==> config.mk <==
export PLATFORM = sky130hd
export DESIGN_NAME = uart_slave_rx_engine
export DESIGN_NICKNAME = d
export VERILOG_FILES = /design/src/rtl/uart_slave_rx_engine.sv
export SDC_FILE = /design/constraint.sdc
export NUM_CORES = 1
export LEC_CHECK = 0
export BUFFER_PORTS_ARGS = -buffer_cell sky130_fd_sc_hd__buf_2
export CAP_MARGIN = 20
export CELL_PAD_IN_SITES_DETAIL_PLACEMENT = 0
export CELL_PAD_IN_SITES_GLOBAL_PLACEMENT = 1
export CORE_UTILIZATION = 47
export CTS_BUF_LIST = sky130_fd_sc_hd__clkbuf_4 sky130_fd_sc_hd__clkbuf_8
export DETAILED_ROUTE_END_ITERATION = 16
export PLACE_DENSITY = 0.88
export SYNTH_ARGS = -nofsm -noshare
export SYNTH_HDL_FRONTEND = slang
export SYNTH_SLANG_ARGS = --single-unit
==> constraint.sdc <==
create_clock -name pclk -period 2.94 [get_ports pclk]
set_input_delay 0.588 -clock pclk [delete_from_list [all_inputs] [get_ports pclk]]
set_output_delay 0.588 -clock pclk [all_outputs]
set_load 0.05 [all_outputs]
==> src/rtl/uart_slave_rx_engine.sv <==
// uart_slave_rx_engine: UART receive path with rx synchroniser, baud timing, frame FSM, error pulses and show-ahead FIFO.
// Define UART_SLAVE_RX_MAJORITY_EN for 2-of-3 majority sampling around each bit centre.
module uart_slave_rx_engine #(
  parameter int DATA_WIDTH = 8,
  parameter int OVERSAMPLE = 16,
  parameter int FIFO_DEPTH = 8,
  parameter int PARITY_EN  = 1,
  parameter int PARITY_ODD = 0,
  parameter int STOP_BITS  = 1
) (
  input  logic                          pclk,
  input  logic                          areset,
  input  logic [15:0]                   baud_div,
  input  logic                          rx,
  input  logic                          rd_en,
  output logic [DATA_WIDTH-1:0]         rd_data,
  output logic                          rd_valid,
  output logic [$clog2(FIFO_DEPTH):0]   fifo_count,
  output logic                          parity_err,
  output logic                          framing_err,
  output logic                          overrun_err,
  output logic                          busy
);
  localparam int AW = $clog2(FIFO_DEPTH);
  localparam int CW = AW + 1;
  localparam int OW = $clog2(OVERSAMPLE);
  localparam int BIT_PT = OVERSAMPLE - 1;
`ifdef UART_SLAVE_RX_MAJORITY_EN
  localparam int START_PT = OVERSAMPLE / 2;
`else
  localparam int START_PT = OVERSAMPLE / 2 - 1;
`endif
  typedef enum logic [2:0] {IDLE, START, DATA, PARITY, STOP} state_t;
  logic [2:0] sync;
  logic rx_s, rx_q;
  logic [15:0] baud_cnt, div_m1;
  logic tick;
  state_t state;
  logic [OW-1:0] os_cnt, pt;
  logic [3:0] bit_cnt;
  logic [DATA_WIDTH-1:0] shreg;
  logic perr, ferr, at_pt, bit_v, pop, full, last_stop, good, push;
  logic [DATA_WIDTH-1:0] mem [FIFO_DEPTH];
  logic [AW-1:0] wptr, rptr;
  assign rx_s = sync[1];
  assign rx_q = sync[2];
  always_ff @(posedge pclk or posedge areset)
    if (areset) sync <= '1;
    else sync <= {sync[1:0], rx};
  assign div_m1 = (baud_div == 16'd0) ? 16'd0 : baud_div - 16'd1;
  assign tick = baud_cnt >= div_m1;
  always_ff @(posedge pclk or posedge areset)
    if (areset) baud_cnt <= '0;
    else baud_cnt <= tick ? '0 : baud_cnt + 16'd1;
  assign pt = (state == START) ? OW'(START_PT) : OW'(BIT_PT);
  assign at_pt = tick && os_cnt == pt;
`ifdef UART_SLAVE_RX_MAJORITY_EN
  logic [1:0] samp;
  // the two samples preceding the decision tick; the third is rx_s itself
  always_ff @(posedge pclk or posedge areset)
    if (areset) samp <= '1;
    else if (tick && (os_cnt == pt - OW'(2) || os_cnt == pt - OW'(1))) samp <= {samp[0], rx_s};
  assign bit_v = (samp[1] & samp[0]) | (samp[1] & rx_s) | (samp[0] & rx_s);
`else
  assign bit_v = rx_s;
`endif
  assign pop = rd_en && rd_valid;
  assign full = fifo_count == CW'(FIFO_DEPTH);
  assign last_stop = state == STOP && at_pt && bit_cnt == 4'(STOP_BITS - 1);
  assign good = last_stop && !perr && !ferr && bit_v;
  assign push = good && (!full || pop);
  always_ff @(posedge pclk or posedge areset)
    if (areset) begin
      state <= IDLE;
      os_cnt <= '0;
      bit_cnt <= '0;
      shreg <= '0;
      perr <= 1'b0;
      ferr <= 1'b0;
      parity_err <= 1'b0;
      framing_err <= 1'b0;
      overrun_err <= 1'b0;
    end else begin
      parity_err <= 1'b0;
      framing_err <= 1'b0;
      overrun_err <= 1'b0;
      if (tick) os_cnt <= at_pt ? '0 : os_cnt + OW'(1);
      case (state)
        IDLE: begin
          os_cnt <= '0;
          bit_cnt <= '0;
          perr <= 1'b0;
          ferr <= 1'b0;
          if (rx_q && !rx_s) state <= START;
        end
        START: if (at_pt) state <= bit_v ? IDLE : DATA;
        DATA: if (at_pt) begin
          shreg <= {bit_v, shreg[DATA_WIDTH-1:1]};
          bit_cnt <= bit_cnt + 4'd1;
          if (bit_cnt == 4'(DATA_WIDTH - 1)) begin
            bit_cnt <= '0;
            state <= (PARITY_EN != 0) ? PARITY : STOP;
          end
        end
        PARITY: if (at_pt) begin
          perr <= ^shreg ^ bit_v ^ (PARITY_ODD != 0);
          state <= STOP;
        end
        STOP: if (at_pt) begin
          ferr <= ferr | !bit_v;
          bit_cnt <= bit_cnt + 4'd1;
          if (last_stop) begin
            state <= IDLE;
            parity_err <= perr;
            framing_err <= ferr | !bit_v;
            overrun_err <= good && !push;
          end
        end
        default: state <= IDLE;
      endcase
    end
  always_ff @(posedge pclk)
    if (push) mem[wptr] <= shreg;
  always_ff @(posedge pclk or posedge areset)
    if (areset) begin
      wptr <= '0;
      rptr <= '0;
      fifo_count <= '0;
    end else begin
      if (push) wptr <= wptr + AW'(1);
      if (pop) rptr <= rptr + AW'(1);
      fifo_count <= fifo_count + CW'(push) - CW'(pop);
    end
  assign rd_valid = fifo_count != '0;
  assign rd_data = rd_valid ? mem[rptr] : '0;
  assign busy = state != IDLE;
endmodule
# After elaboration in Yosys (flattened, before gate mapping)
# Memories as Yosys holds them, arrays and structs flattened.
# Index checks and enable logic that the tools add are counted.
# Widths: inputs -> output; s select.
# op_classes
add_sub_neg,8
n_lt_le_gt_ge,1
n_eq_ne,14
mux,35
bitwise_logic,2
reduce_logical,31
# op_table
cell,count
$mux 16,2
$mux 4,7
$mux 3,7
$add 16x1->16 const B,1
$ge 16x16->1,1
$logic_not 16->1,1
$sub 16x1->16 const B,1
$pmux 3 s5,1
$ne 2x2->1 const B,7
$mux 1,13
$pmux 4 s3,1
$logic_and 1x1->1,10
$add 4x1->4 const B,2
$mux 8,1
$reduce_xor 8->1,1
$reduce_and 7->1,1
$add 3x1->3 const B,2
$eq 3x2->1 const B,2
$reduce_and 2->1,3
$reduce_bool 2->1,3
$reduce_bool 3->1,2
$logic_not 1->1,5
$add 4x1->4,1
$eq 4x3->1 const B,1
other kinds (14),15
# totals
reg_bits,53
ramBits,64
output_inout_bits,17
word_cells,106
n_memories,1
# mem_list
memory,words,word_bits,read_ports,rd_ports_with_merged_regs,write_ports,line,rtl
mem,8,8,1,0,1,43,logic [DATA_WIDTH-1:0] mem [FIFO_DEPTH];

# Longest topological paths before layout
# Gate-level depths: netlist of the first run.
# logic_depth
word_depth,15
mapped_depth,18
ltp_nobuf,17

# Worst setup path before layout of the first run
# OpenSTA, ideal clock, no wires.
# synth_timing
path_type,input-to-reg
start,input baud_div[9]
end,memory mem[0][0] (enable)
setup_ps,383
arrival_time_ps,4018
t_required_ps,2557
slack_ps,-1462
cell_stages,15
path_buffers,3
cell_sequence,or4_1 nor4_1 nor2b_1 nand4b_1 buf_2 nand2_1 ha_1 and4_1 nand2_1 a2111oi_0 nand4b_1 buf_2 buf_4 nand4b_1 nor3_1
# synth_via
elab_chain_cells,12
# synth_rtl
element,line,rtl
from (decl),13,"input logic [15:0] baud_div,"
$sub 16x1->16 / $logic_not 16->1 (equally long branches),50,assign div_m1 = (baud_div == 16'd0) ? 16'd0 : baud_div - 16'd1;
$mux 16 *,50,
$ge 16x16->1 *,51,assign tick = baud_cnt >= div_m1;
$logic_and 1x1->1 *,56,assign at_pt = tick && os_cnt == pt;
$logic_and 1x1->1 * (2 in series),69,assign last_stop = state == STOP && at_pt && bit_cnt == 4'(STOP_BITS - 1);
$logic_and 1x1->1 * (3 in series),70,assign good = last_stop && !perr && !ferr && bit_v;
$logic_and 1x1->1 *,71,assign push = good && (!full || pop);
$mux 1 *,123,if (push) mem[wptr] <= shreg;
$mux 1 (implied by the code) *,123,
to (decl),43,
# Mark *: on every way between the ends. The rest lies on a longest branch, timed or not.

# Worst setup path after layout of the first run
# layout_timing
start,input baud_div[9]
end,register fifo_count[1]
# layout_via
elab_chain_cells,12
# layout_rtl
element,line,rtl
$sub 16x1->16 / $logic_not 16->1 (equally long branches),50,
$mux 16 *,50,
$ge 16x16->1 *,51,
$logic_and 1x1->1 *,56,
$logic_and 1x1->1 * (2 in series),69,
$logic_and 1x1->1 * (3 in series),70,
$logic_and 1x1->1 *,71,
$add 4x1->4 *,132,fifo_count <= fifo_count + CW'(push) - CW'(pop);
$sub 4x1->4 *,132,
to (signal assigned),132,
to (decl),18,"output logic [$clog2(FIFO_DEPTH):0] fifo_count,"
# Marks and branches as above.
# A chain may end at the register's enable or synchronous reset.

==> flow_summary.ini, run 1 <==
[run_status]
status = finished with violations
violations = negative setup slack

[clock_network]
clkTransAtPathRegs_ns = 0.08
htree_levels = 4
hold_buffers = 0
root_buffer = clkbuf_8
numCtsBuffers = 17
clock-sinks = 117
clkLatencyLatePin_ns = 0.44
clk_path_buf_depth = 2
cts_tree = done

[die]
num_rows = 40
die_area_sq_um = 12800
ios = 37
initial_core_util_pct = 48.4
core_sq_um = 12000
die_h_microns = 113
die_w_microns = 113

[sta]
worst_slack_ns = -0.940
finalCritPeriodShare_pct = 132
maxSlewViolCount = 0
setup_viol_count_final = 111
worstMarginPinSlew_ns = 0.752
max_slew_margin_pct = 49.8
rsz0062_at_grt = true
fin_worst_skew_ns = 0.0150
hold_viol = 0
fmaxAchievable_mhz = 258
min_period_ns = 3.88

[logic_synthesis]
synth_edf_count = 64
synth_fp_nets = 513
ys.warnings.count = 0
syn_area_sq_um = 5810
yosys_register_bits = 117
synth_xor_area_share_pct = 5.73
synth_fa_ha_area_share_pct = 6.59
synthDistinctLibCells = 53
yosys-top-cells-area = edfxtp_1, dfrtp_1, ha_1
synthFlopType = edfxtp_1
syn_inst = 463
ys_seq_area_share_pct = 56.0
synth.most_common_cell = edfxtp_1
avgSynthCellArea_sq_um = 12.6
async_flop_share_pct = 45.3
yosysTopAreaCell = edfxtp_1
synth_top_family_by_area = simple AND/OR/NAND/NOR gates
synth_compound_area_share_pct = 4.07
synth_top_area_share_pct = 33.1
synth-simple-area-share_pct = 14.5
yosys-top-cells-count = edfxtp_1, dfrtp_1, nand2_1, nor2_1, ha_1
muxShareOfSynthArea_pct = 10.6

[setup_path]
crit_arrival_ns = 4.21
cp-start-kind = primary input
criticalPathCategory = in2reg
path_max_fanout = 5
setup.worst_path.end_class = flop
worstPathRequired_ns = 3.27

[finish]
n_antenna_cell = 0
nets = 624
layout-drive-gt1-share_pct = 41.3
area_growth_pct = 33.1
fin_util_pct = 64.4

[run]
cap_viol_max_count = 0

[routing]
drt_iter0_markers = 272
routedWlPerCell_microns = 17.2
via_per_inst = 5.42
ant_nets = 0
route.detailed.drc = 0
drt-total-wl_mm = 12.6
vias = 3975
dr.pass1.iters = 6

[worst_hold_path]
hold_class = in2async

[grt]
antenna_found_initial = 0
grt_pass1_wl_mm = 20.9
grt-ovfl-total = 0
grt_use_total_pct = 21.2
grt_pass1_vias = 4321
grt_max_degree = 27

[pwr]
power.leakage_nw = 3.19
total_power_mw = 4.55
power_density_nw_per_um2 = 588
peakVddDrop_mv = 0.306

[place]
place_ws_ns = -1.56
routabilityCongestion = 0.762
hpwlAfterDp_mm = 8.06
port_buffers = 36
## cell usage in the layout, fill, tap and decap left out, drive strengths merged, types with 6 or more instances in the layout
cell type	synthesis	routed
nand2	48	48
a21oi	12	12
o21ai	10	10
and3	6	6
ha	29	29
xnor2	20	20
buf	12	107
nand2b	7	7
clkinv	0	7
xor2	18	18
clkbuf	3	17
nor2	48	48
dfrtp	50	50
mux2i	15	15
nand3	17	17
mux4	16	16
inv	18	18
mux2	9	9
edfxtp	64	64
nor3	8	8
## per-layer routing
layer	vias to the layer above	part of all wire (%)	routed length, microns	track usage (%)
met3	22	3.2	406	4.02
met2	85	54	6850	38.9
li1	1896	-	-	-
met5	-	0	0	0
met1	1972	41	5130	24.4
met4	0	1.6	203	7.98
## registers in the layout, summed over array words and instances, names as in the netlist
name,count
os_cnt,4
shreg,8
sync,3
rptr,3
baud_cnt,16
bit_cnt,4
framing_err,1
mem,64
wptr,3
perr,1
parity_err,1
ferr,1
state,3
fifo_count,4
overrun_err,1
## final timing paths
path                             startpoint       endpoint  slack, ns  cells past startpoint
worst max-delay path            baud_div[9]  fifo_count[1]      -0.94                     21
worst min-delay path                 areset    overrun_err       0.05                      2
worst max register to register     state[1]      mem[0][7]       0.04                      9
worst min register to register      sync[0]        sync[1]       0.35                      0
max in group asynchronous            areset       shreg[3]       2.29                      3
min in group pclk                        rx        sync[0]       0.26                      1
## layout make-up
cell class / count / area [sq um]
Clock inverter: 14 / 163
Fill cell: 850 / 4280
Clock buffer: 17 / 234
Multi-Input combinational cell: 313 / 2970
Tap cell: 147 / 184
Sequential cell: 117 / 3250
Inverter: 18 / 67.6
Timing Repair Buffer: 107 / 867
## what timing repair did
item                       in CTS  in global routing
resized for setup             119                 29
gates cloned                    2                  0
setup endpoints to repair     111                111
setup buffers                  18                  6
pin swaps                      25                 23
## power breakdown
group	internal (mW)	switching [mW]	leakage (nW)
logic	0.487	0.576	1.74
clock network	0.824	0.657	0.186
registers	1.82	0.189	1.26
## critical path, stage by stage
cell       delay, ns
buf_6           0.09
or4_4           0.54
nor4_4          0.16
nor2b_4         0.19
nand4b_1        0.17
buf_4           0.19
buf_6           0.13
buf_6           0.12
nand2_4         0.06
ha_4            0.14
nand4_1         0.09
a2111oi_2       0.31
nand4b_1        0.16
buf_6           0.13
buf_6           0.11
nand3_4         0.07
o21bai_4        0.16
ha_4            0.17
inv_2           0.04
fa_2            0.52
inv_1           0.04
## per-stage QoR
stage	hold slack (ns)	TNS [ns]	cells	cell area [sq um]
2_1_floorplan	0.345	-97.34	463	5870
5_1_grt	0.0650	-91.70	733	7730
6_report	0.0463	-71.52	733	7730
3_3_place_gp	0.348	-135.03	680	6510
4_1_cts	0.0401	-75.77	731	7610
3_5_place_dp	0.349	-144.63	680	6510
## logic make-up (layout without fill, tap and decap cells)
group / Yosys count / in the layout
fa+ha+maj: 30 / 30
xor+xnor: 38 / 38
simple gates: 167 / 167
compound gates: 38 / 38
mux: 40 / 40
buf+inv: 33 / 156
flops: 117 / 117
No activity file was read; power rests on OpenSTA's default activity.
==> inputs of run 2 (changes only) <==
Settings changed: CORE_UTILIZATION 47 to 56, PLACE_DENSITY 0.88 to 0.95.
Clock period 2.94 ns to 4.94 ns, I/O delays scaled along.
==> flow_summary.ini, run 2 (synthesized netlist as in run 1, its figures left out) <==
[run_status]
status = completed

[finish]
layout-drive-gt1-share_pct = 22.9
n_antenna_cell = 0
reg.largest.list = mem: 64 flops, baud_cnt: 16 flops, shreg: 8 flops
largest_reg_flops = 64
nets = 570
top_register = mem
seq_area_sq_um = 3250
final_common_cell = edfxtp_1
fin_cells = 666
multi_input_area_sq_um = 2410
area_growth_pct = 13.7
mostFrequentLayoutCells = edfxtp_1, dfrtp_1, nor2_1, nand2_1, buf_2
fillers = 740

[sta]
rsz0062_at_grt = false
fin_worst_skew_ns = 0.00954
max_slew_margin_pct = 46.7
worstMarginPinSlew_ns = 0.800
hold_viol = 0
setup_viol_count_final = 0
finalCritPeriodShare_pct = 90.5
min_period_ns = 4.47
maxSlewViolCount = 0
fmaxAchievable_mhz = 224

[setup_path]
cp_common_cell = nand2_1
criticalPathCategory = in2reg
r2r_end = fifo_count[3]
path_cells = buf_2, nor4_1, nor2b_1, nand2_1, nor4_1, xor2_1, nand2_1, ha_1, and4_1, nand2_1, a2111oi_0, nand4b_1, buf_4, buf_6, nand4_1, nor3_1, buf_4
r2r_start = baud_cnt[0]
rr_worst_depth = 13
worstPathRequired_ns = 5.06
crit_slowest_cell = nor4_1
cp_slowest_stage_delay_ns = 0.36
crit_arrival_ns = 4.59
cp-startpoint = baud_div[5]
critPathCapture = mem[1][0]
path_max_fanout = 36
cp-start-kind = primary input
setup.worst_path.end_class = flop
r2r_slack_ns = 1.99

[pwr]
power.leakage_nw = 2.81
peakVddDrop_mv = 0.230
total_power_mw = 2.54
power_density_nw_per_um2 = 384

[place]
hpwlAfterDp_mm = 7.60
placed_cells_incl_taps = 633
routabilityCongestion = 0.786
port_buffers = 36

[die]
initial_core_util_pct = 58.6
ios = 37
die_w_microns = 104
die_area_sq_um = 10800
core_sq_um = 9910
num_rows = 36
die_h_microns = 104

[grt]
grt_pass1_wl_mm = 18.2
grt_pass1_vias = 3669
grt_use_total_pct = 22.1
use_met3_pct = 5.08
antenna_found_initial = 0
met2_usage_pct = 38.4
busiest_layer = met2
grt.met1_usage_pct = 27.0
grt-ovfl-total = 0
grt_max_degree = 54

[clock_network]
root_buffer = clkbuf_8
clk_path_buf_depth = 2
clock-sinks = 117
numCtsBuffers = 17
clkTransAtPathRegs_ns = 0.07
htree_levels = 4
clkLatencyLatePin_ns = 0.42
cts_setup_buffers = 0
cts_tree = done

[routing]
routedWlPerCell_microns = 16.4
drt_iter0_markers = 150
via_per_inst = 5.59
vias = 3726
route.detailed.drc = 0
drt-total-wl_mm = 10.9
dr.pass1.iters = 4
ant_nets = 0

[run]
cap_viol_max_count = 0

[worst_hold_path]
hold_class = reg2reg
## run 2: cell types whose count changed in the layout (fill, tap and decap cells not counted), moves of 6 or more
cell	delta
buf_4	-26
a21oi_1	+6
nor2_1	+20
mux2_4	-8
ha_1	+9
nand2_4	-6
mux2_2	+8
nor2_4	-18
ha_4	-8
nand2_1	+9
buf_6	-28
## run 2: through the flow
| step | utilization [%] | setup WS, ns | TNS (ns) | hold WS, ns | instance area (sq um) |
|---|---|---|---|---|---|
| floorplan | - | 0.138 | 0 | 0.345 | 5810 |
| global placement | 62.5 | 0.0254 | 0 | 0.347 | 6200 |
| detailed placement | 62.5 | -0.0941 | -2.47 | 0.351 | 6200 |
| CTS | 66.4 | 0.361 | 0 | 0.367 | 6580 |
| global route | 66.7 | 0.0489 | 0 | 0.369 | 6610 |
| finish | 66.7 | 0.469 | 0 | 0.365 | 6610 |
## run 2: what timing repair did
| item | in CTS | in global routing |
|---|---|---|
| gates resized for setup | 0 | 1 |
| endpoints found under the setup margin | 0 | 30 |
| hold buffers | 0 | 0 |
## run 2: final cells by class
| type | count | share of cell area (%) |
|---|---|---|
| flip-flops and latches | 117 | 49.2 |
| well taps | 133 | 2.52 |
| multi-input cells | 313 | 36.5 |
| clock buffers | 18 | 3.66 |
| clock inverters | 14 | 2.06 |
| inverters | 18 | 1.02 |
| repair buffers | 53 | 5.02 |
## run 2: worst min-delay path by stage
stage	to	slack [ns]	cells after the start	from
2_1_floorplan	sync[1]	0.35	0	sync[0]
3_3_place_gp	sync[1]	0.35	0	sync[0]
3_5_place_dp	sync[1]	0.35	0	sync[0]
4_1_cts	sync[1]	0.37	0	sync[0]
5_1_grt	sync[1]	0.37	0	sync[0]
6_report	sync[1]	0.36	0	sync[0]
## run 2: per-layer routing
layer,vias to the layer above,share of wire [%]
met1,1828,40
met3,11,4.5
li1,1785,-
met2,102,54
met4,0,1.0
met5,-,0
## run 2: worst max-delay path, delay by kind of cell
family / cells / cell delay [ns]
buffers and inverters: 4 / 0.74
adder cells (fa/ha/maj): 1 / 0.29
XOR/XNOR: 1 / 0.18
AO/OA/AOI/OAI: 1 / 0.29
AND/OR/NAND/NOR: 10 / 2.08
## run 2: power by group
group	total [mW]	switching [mW]	leakage [nW]	internal, mW
Sequential	1.20	0.120	1.26	1.08
Clock	0.824	0.376	0.185	0.448
Combinational	0.511	0.285	1.36	0.226
Total	2.54	0.781	2.81	1.76
==> inputs of run 3 (changes only) <==
Settings changed: CORE_MARGIN set to 8, CORE_UTILIZATION 56 to 47, PLACE_DENSITY 0.95 to 0.88.
Clock period 4.94 ns to 3.72 ns, I/O delays scaled along.
==> flow_summary.ini, run 3 (synthesized netlist as in run 1, its figures left out) <==
[finish]
mostFrequentLayoutCells = edfxtp_1, dfrtp_1, nand2_1, buf_4, nor2_1
final_common_cell = edfxtp_1
top_register = mem
largest_reg_flops = 64
post-route-cell-area_sq_um = 7280
n_antenna_cell = 0
area_growth_pct = 25.3
layout-drive-gt1-share_pct = 33.6
fin_cells = 739
reg.largest.list = mem: 64 flops, baud_cnt: 16 flops, shreg: 8 flops
nets = 608

[routing]
via_per_inst = 5.19
vias = 3835
route.detailed.drc = 0
dr.pass1.iters = 4
ant_nets = 0
drt-total-wl_mm = 11.8
routedWlPerCell_microns = 15.9
drt_iter0_markers = 196

[worst_hold_path]
hold_class = in2async

[setup_path]
r2r_start = baud_cnt[0]
criticalPathCategory = in2reg
r2r_end = fifo_count[3]
r2r_slack_ns = 0.74
path_cells = buf_6, or4_4, nor4_4, nor2b_4, nand4b_1, and2_1, ha_1, nand2b_4, a2111oi_4, a2111oi_2, nand4b_1, buf_4, a21oi_4, buf_4, buf_6, inv_2, ha_4, a21o_1, a21oi_2, xor2_1
path_max_fanout = 3
crit_arrival_ns = 4.53
crit_slowest_cell = or4_4
rr_worst_depth = 15
cp-start-kind = primary input
setup.worst_path.end_class = flop
cp_slowest_stage_delay_ns = 0.55
worstPathRequired_ns = 4.08

[run_status]
violations = negative setup slack
status = finished with violations

[place]
port_buffers = 36
routabilityCongestion = 0.769
hpwlAfterDp_mm = 7.96
placed_cells_incl_taps = 685
dpl_cell_area_sq_um = 6440

[pwr]
power_density_nw_per_um2 = 476
power.leakage_nw = 3.04
p_switching_mw = 1.15
combPwrFrac_pct = 22.3
pwr-share-clk_pct = 32.2
peakVddDrop_mv = 0.224
intPower_mw = 2.32
power_frac_seq_pct = 45.5
switching_share_pct = 33.1

[clock_network]
hold_buffers = 0
htree_levels = 4
clkTransAtPathRegs_ns = 0.08
clock-sinks = 117
root_buffer = clkbuf_8
numCtsBuffers = 17
clkLatencyLatePin_ns = 0.43
cts_tree = done
clk_path_buf_depth = 2

[sta]
fmaxAchievable_mhz = 240
min_period_ns = 4.17
fin_setup_tns_ns = -14.30
fin_worst_skew_ns = 0.0114
rsz0062_at_grt = true
hold_viol = 0
worst_slack_ns = -0.453
worstMarginPinSlew_ns = 0.759
max_slew_margin_pct = 49.4
finalCritPeriodShare_pct = 112
setup_viol_count_final = 76
maxSlewViolCount = 0

[grt]
grt_max_degree = 54
antenna_found_initial = 0
grt_pass1_vias = 4084
grt_pass1_wl_mm = 19.8
grt-ovfl-total = 0
grt_use_total_pct = 15.4

[die]
num_rows = 40
die_h_microns = 127
die_area_sq_um = 16200
die_w_microns = 127
core_sq_um = 12100
ios = 37
initial_core_util_pct = 48.2

[run]
cap_viol_max_count = 0
## run 3: cell count changes in the layout (fill, tap and decap cells not counted), sizes merged
| cell | change |
|---|---|
| buf | +38 |
| bufinv | -1 |
| clkbuf | -1 |
| clkinv | -1 |
| clkinvlp | -3 |
| inv | +6 |
## run 3: routing by layer
metal | track usage, % | vias up | share of wire [%]
li1 | - | 1857 | -
met1 | 18.0 | 1899 | 43
met2 | 27.0 | 68 | 52
met3 | 3.91 | 11 | 4.1
met4 | 5.18 | 0 | 1.1
met5 | 0 | - | 0
## run 3: critical path: cells and delay by family
kind / cells / cell delay [ns]
xor gates and xnor gates: 1 / 0.16
and+or+nand+nor: 7 / 1.74
buffers and inverters: 5 / 0.54
adders and majority gates: 2 / 0.47
AOI/OAI and AO/OA: 5 / 0.89
## run 3: cell type report
| type | instances | area [sq um] |
|---|---|---|
| Multi-Input combinational cell | 313 | 2660 |
| Sequential cell | 117 | 3250 |
| Tap cell | 168 | 210 |
| Clock buffer | 17 | 234 |
| Clock inverter | 15 | 146 |
| Fill cell | 926 | 4780 |
| Inverter | 18 | 67.6 |
| Timing Repair Buffer | 91 | 711 |
## run 3: what timing repair did
| action | in CTS | in global routing |
|---|---|---|
| pin swaps | 10 | 7 |
| endpoints found under the hold margin | 0 | 0 |
| resized for setup | 29 | 23 |
| endpoints found under the setup margin | 91 | 99 |
| buffers inserted | 19 | 6 |
| gates cloned | 0 | 0 |
## run 3: how the worst max path moves through the flow
| stage | start | endpoint | slack [ns] | cells past startpoint |
|---|---|---|---|---|
| floorplan | baud_div[9] | fifo_count[2] | -0.54 | 17 |
| global placement | baud_div[9] | mem[3][3] | -0.91 | 15 |
| detailed placement | baud_div[9] | mem[2][2] | -1.16 | 15 |
| CTS | baud_div[9] | fifo_count[2] | -0.41 | 18 |
| global route | baud_div[9] | fifo_count[3] | -0.68 | 20 |
| finish | baud_div[9] | fifo_count[3] | -0.45 | 20 |
## run 3: power by group through the flow
stage	registers, mW	logic (mW)	clock network [mW]
2_1_floorplan	1.60	0.507	0
3_3_place_gp	1.59	0.661	0
3_5_place_dp	1.60	0.693	0
4_1_cts	1.58	0.736	1.14
5_1_grt	1.59	0.856	1.20
6_report	1.58	0.775	1.12
## run 3: per-stage QoR
stage / util (%) / total power [mW] / setup slack, ns / hold WS [ns]
floorplan: - / 2.11 / -0.542 / 0.345
finish: 60.4 / 3.47 / -0.453 / 0.262
global route: 60.4 / 3.65 / -0.677 / 0.274
detailed placement: 53.4 / 2.29 / -1.16 / 0.347
CTS: 59.1 / 3.45 / -0.410 / 0.363
global placement: 53.4 / 2.26 / -0.908 / 0.348
